--- config.mk ---
export PLATFORM = sky130hd
export DESIGN_NAME = booth_rca_seq
export DESIGN_NICKNAME = d
export VERILOG_FILES = /design/src/rtl/mult_pkg.sv /design/src/rtl/RCA.sv /design/src/rtl/booth_pp_gen.sv /design/src/rtl/booth_rca_seq.sv
export SDC_FILE = /design/constraint.sdc
export NUM_CORES = 1
export LEC_CHECK = 0
export BUFFER_PORTS_ARGS = -buffer_cell sky130_fd_sc_hd__buf_2
export CORE_MARGIN = 2
export CORE_UTILIZATION = 53
export CTS_CLUSTER_DIAMETER = 80
export CTS_CLUSTER_SIZE = 12
export DETAILED_ROUTE_END_ITERATION = 12
export HOLD_SLACK_MARGIN = 0.08
export PLACE_DENSITY = 0.86
export SYNTH_ARGS = -nofsm -noshare
export SYNTH_HDL_FRONTEND = slang
export SYNTH_HIERARCHICAL = 1
export SYNTH_SLANG_ARGS = --single-unit
--- constraint.sdc ---
create_clock -name clk -period 15.31 [get_ports clk]
set_input_delay 0.7655 -clock clk [delete_from_list [all_inputs] [get_ports clk]]
set_output_delay 0.7655 -clock clk [all_outputs]
set_load 0.01 [all_outputs]
--- src/rtl/mult_pkg.sv ---
// Shared types and constants for the sequential radix-4 Booth multiplier.
package mult_pkg;

    localparam int N_PP  = 8;
    localparam int ACC_W = 32;
    localparam int OP_W  = 16;

    typedef enum logic [1:0] {
        IDLE,
        RUN,
        DONE
    } state_e;

    typedef enum logic [2:0] {
        ZERO,
        P1,
        P2,
        M1,
        M2
    } booth_mult_e;

    // Radix-4 Booth recoding of one overlapping 3-bit window of the multiplier.
    function automatic booth_mult_e booth_decode(input logic [2:0] digit);
        booth_mult_e m;
        case (digit)
            3'b001, 3'b010: m = P1;
            3'b011:         m = P2;
            3'b100:         m = M2;
            3'b101, 3'b110: m = M1;
            default:        m = ZERO;
        endcase
        return m;
    endfunction

endpackage

--- src/rtl/RCA.sv ---
// 32-bit ripple-carry adder, out = in0 + in1 mod 2^32, no carry in or out.
module RCA (
    input  logic [31:0] in0,
    input  logic [31:0] in1,
    output logic [31:0] out
);

    always_comb begin
        logic c;
        out = '0;
        c   = 1'b0;
        for (int i = 0; i < 32; i++) begin
            out[i] = in0[i] ^ in1[i] ^ c;
            c      = (in0[i] & in1[i]) | (c & (in0[i] ^ in1[i]));
        end
    end

endmodule

--- src/rtl/booth_pp_gen.sv ---
// Booth partial-product generator: selects 0/+-A/+-2A, sign-extends to 32 bits
// and aligns it to the digit position 2*cnt.
module booth_pp_gen
    import mult_pkg::*;
(
    input  logic [OP_W-1:0]  a_r,
    input  logic [2:0]       digit,
    input  logic [2:0]       cnt,
    output logic [ACC_W-1:0] pp
);

    booth_mult_e mult;
    logic [17:0] a_x1;
    logic [17:0] a_x2;
    logic [17:0] multiple;

    // 18 bits are enough to hold -2A for A = -32768 without overflow.
    assign a_x1 = {{2{a_r[OP_W-1]}}, a_r};
    assign a_x2 = {a_r[OP_W-1], a_r, 1'b0};
    assign mult = booth_decode(digit);

    always_comb begin
        case (mult)
            P1:      multiple = a_x1;
            P2:      multiple = a_x2;
            M1:      multiple = ~a_x1 + 18'd1;
            M2:      multiple = ~a_x2 + 18'd1;
            default: multiple = '0;
        endcase
    end

    assign pp = {{(ACC_W-18){multiple[17]}}, multiple} << {cnt, 1'b0};

endmodule

--- src/rtl/booth_rca_seq.sv ---
// Signed 16x16 sequential multiplier: one radix-4 Booth partial product per
// cycle, accumulated through a single shared 32-bit RCA.
//
//   state | meaning
//   IDLE  | waiting for operands, in_ready high
//   RUN   | accumulating partial product cnt (0..7)
//   DONE  | product held until consumer takes it
module booth_rca_seq
    import mult_pkg::*;
#(
    parameter int W = 16
) (
    input  logic           clk,
    input  logic           rst,
    input  logic           in_valid,
    output logic           in_ready,
    input  logic [W-1:0]   a,
    input  logic [W-1:0]   b,
    output logic           out_valid,
    input  logic           out_ready,
    output logic [2*W-1:0] product,
    output logic           busy
);

    state_e           state;
    logic [OP_W-1:0]  a_r;
    logic [OP_W:0]    b_r;
    logic [ACC_W-1:0] acc;
    logic [2:0]       cnt;
    logic             idle_r;
    logic [2:0]       digit;
    logic [ACC_W-1:0] pp;
    logic [ACC_W-1:0] sum;

    assign digit = b_r[{cnt, 1'b0} +: 3];

    booth_pp_gen u_pp_gen (
        .a_r   (a_r),
        .digit (digit),
        .cnt   (cnt),
        .pp    (pp)
    );

    RCA u_rca (
        .in0 (acc),
        .in1 (pp),
        .out (sum)
    );

    // rst gates in_ready directly so nothing is accepted during the reset cycle
    // while idle_r already reads 1 the cycle after rst falls.
    assign in_ready = idle_r & ~rst;
    assign product  = acc;

    always_ff @(posedge clk) begin
        if (rst) begin
            state     <= IDLE;
            a_r       <= '0;
            b_r       <= '0;
            acc       <= '0;
            cnt       <= '0;
            out_valid <= 1'b0;
            busy      <= 1'b0;
            idle_r    <= 1'b1;
        end else begin
            case (state)
                IDLE: begin
                    if (in_valid) begin
                        a_r    <= a;
                        b_r    <= {b, 1'b0};
                        acc    <= '0;
                        cnt    <= '0;
                        state  <= RUN;
                        busy   <= 1'b1;
                        idle_r <= 1'b0;
                    end
                end
                RUN: begin
                    acc <= sum;
                    cnt <= cnt + 3'd1;
                    if (cnt == 3'(N_PP - 1)) begin
                        state     <= DONE;
                        out_valid <= 1'b1;
                    end
                end
                DONE: begin
                    if (out_ready) begin
                        state     <= IDLE;
                        out_valid <= 1'b0;
                        busy      <= 1'b0;
                        idle_r    <= 1'b1;
                    end
                end
                default: begin
                    state     <= IDLE;
                    out_valid <= 1'b0;
                    busy      <= 1'b0;
                    idle_r    <= 1'b1;
                end
            endcase
        end
    end

endmodule

==> results by group <==
Outcome
  – Status: finished clean

Routing
  – DRC Markers: 0
  – Wirelength per Cell: about 17 um
  – DR vias: roughly 5300
  – Detail Route Antenna Nets: 0
  – Number of DRC markers in iteration 0: about 500
  – Total wire length: around 15000 um
  – Vias per cell: 6.20
  – Drt first pass iters: 5

Floorplan
  – I/O pin total: between 70 and 80
  – Core area: slightly above 10000 um^2
  – Die Area: ~11000 um^2
  – Die H: 106 um
  – # rows: 37
  – Initial Util: approximately 54%
  – Die X: ~110 um

Logic synthesis
  – Share of the synthesized area in the top cell type: about a quarter
  – Yosys cell types: 77
  – Synthesis Warnings: 6
  – Register area share after synthesis: between 20% and 30%
  – Synthesized flop and latch total: 72
  – Largest cells by area after synthesis: dfxtp_1 (26%), fa_1 (11%), a21oi_1 (8.4%)
  – Syn_area_per_cell: around 7.9 um^2
  – Mapped Area: around 5500 um^2
  – Ys flop type: dfxtp_1
  – Cell count after synthesis: 694
  – Syn Nets: 764
  – EDFF count, synth: 0
  – Area leader, netlist: dfxtp_1
  – Post-synth ARST share: 0%

Timing
  – Total negative slack: 0 ps
  – Final cycle utilization of the critical path: between 90% and 100%
  – Final setup fails: 0
  – FMAX: approximately 68 MHz
  – Clk_skew: 6.00 ps
  – Max-slew violation count: 0
  – Max_slew headroom: 14.4%
  – Worst slew pin tran: roughly 1300 ps
  – Final Hold Fails: 0
  – RSZ-0062 raised after global routing: no
  – Final min period: 14670 ps

Setup path
  – CP Buf/Inv Count: 2
  – CP top delay family: adder cells
  – Crit-path max cell delay: approximately 530 ps
  – Setup crit start kind: register
  – CP max-delay cell: mux4_2
  – WP data arrival: 14880 ps
  – WP data required: 15530 ps
  – CP Class: register to register
  – Worst Setup SP: cnt[0]$_SDFFE_PP0P_
  – Reg-to-reg startpoint: cnt[0]$_SDFFE_PP0P_
  – Crit path capture type: register
  – Crit path max fanout: 18
  – Cell mode on critical path: fa_1

Hold path
  – HP Start: b_r[16]$_SDFFE_PP0P_
  – Worst Hold Class: register to register

Layout
  – Antenna Cells: 0
  – # fillers: 937
  – Nets@finish: 791
  – Synth-to-layout area growth: 9.06%
  – Area occupied by multi-input gates: between 3000 and 4000 um^2
  – Cell area after layout: between 5000 and 6000 um^2
  – Share of layout cells above drive strength 1: approximately 19%
  – Sequential cell area: between 1000 and 1500 um^2

Global routing
  – Grt ovf: 0
  – Vias in the first global route: a little under 5000
  – Initial antenna violation count: 0
  – First-pass GRT wire length: 24500 um
  – Largest net degree at the start of global routing: 74
  – Gr usage total: a little over a quarter

CTS
  – CTS Buffer Depth: 2
  – Post-CTS Hold Buffers: 0
  – Skew-Pair Late Insertion Delay: between 300 and 400 ps
  – CTS buffer count: 9
  – Postcts setup bufs: 0
  – Clock-pin slew of the registers on the worst-case setup and hold paths: roughly 80 ps
  – CTS tree: done
  – H-tree Lvls: 3
  – Root buf cell: clkbuf_8
  – Sink Count: between 70 and 80

Placed design
  – Area after DPL: approximately 5800 um^2
  – PortBufs: 70
  – GPL Wtd Cong: ~1
  – HPWL Detailed: between 10000 and 15000 um

Pwr
  – Pwr dens: 86.9 nW/um^2
  – LEAKAGE: roughly 2.5 nW
  – Peak supply drop: 55.7 uV

Flow run
  – Max Cap Viol: 0
## cell families after synthesis
| family | synth area share, % |
|---|---|
| compound gates | 21.6 |
| xor+xnor | 2.18 |
| fa+ha+maj | 11.8 |
| buf+inv | 6.92 |
| flops | 26.2 |
| mux | 6.55 |
| simple gates | 24.7 |
## sequential cells by signal, indices dropped and copies added (netlist names)
signal     flops
b_r           16
product       32
a_r           16
state          2
out_valid      1
cnt            3
idle_r         1
busy           1
## cells in the mapped netlist (8+ instances only)
cell type	n
buf_2	18
mux2i_1	12
inv_1	16
a21oi_1	92
mux2_2	8
dfxtp_1	72
a211oi_1	8
nand2_2	8
fa_1	30
o21ai_0	23
nor2_1	34
nand3_1	45
nand2_1	119
nor3_1	18
clkbuf_1	38
a31oi_1	10
## layout make-up
class                   instances  area share, %
inverters                      18           1.13
clock buffers                  11           2.52
repair buffers                 80           7.09
clock inverters                 4          0.897
well taps                     136           2.84
multi-input cells             540           61.5
flip-flops and latches         72           24.1
## layout by cell type, fill, tap and decap left out, types with 16 or more instances in the layout
cell     instances
fa_1            30
inv_1           16
nand3_1         45
nor3_1          18
buf_2           70
o21ai_0         23
nand2_1        119
nor2_1          34
dfxtp_1         71
a21oi_1         92
## metrics by stage
step | util [%] | hold WS (ps) | total power [mW] | std cells | worst slack, ps
after floorplan | - | 433 | 0.327 | 694 | 1070
after global placement | 56.9 | 443 | 0.359 | 846 | 1030
after detailed placement | 56.9 | 447 | 0.363 | 846 | 642
after CTS | 58.9 | 458 | 0.521 | 861 | 560
after global routing | 58.9 | 489 | 0.551 | 861 | 94.5
final | 58.9 | 455 | 0.521 | 861 | 643
## power by group
group / switching, mW / internal, mW / total [mW]
logic: 0.0929 / 0.0578 / 0.151
clock network: 0.0747 / 0.0835 / 0.158
registers: 0.0149 / 0.198 / 0.212
total: 0.183 / 0.339 / 0.521
## final timing paths
check	to	slack, ps	cells after the start
hold reg to reg	b_r[16]$_SDFFE_PP0P_	460	2
setup reg to reg	product[31]$_SDFFE_PP0P_	640	42
setup / recovery	product[31]$_SDFFE_PP0P_	640	42
hold / removal	b_r[16]$_SDFFE_PP0P_	460	2
## routing by layer
metal	wire, um	global-route usage [%]
met2	7270	45.4
met4	317	8.93
met1	6260	35.7
met5	0	0
met3	981	4.58
## worst register-to-register path: cells and delay by family (launching register included)
family,cells,cell delay (ps)
buf+inv,2,120
compound gates,2,440
xor+xnor,1,370
fa+ha+maj,31,11810
flops,1,460
mux,1,530
simple gates,5,800
## repair_timing
item | 4_1_cts | 5_1_grt
gates resized for setup | 0 | 1
endpoints found under the setup margin | 0 | 1
hold endpoints to repair | 0 | 0
Note: power is estimated with default switching activity, not from simulation.
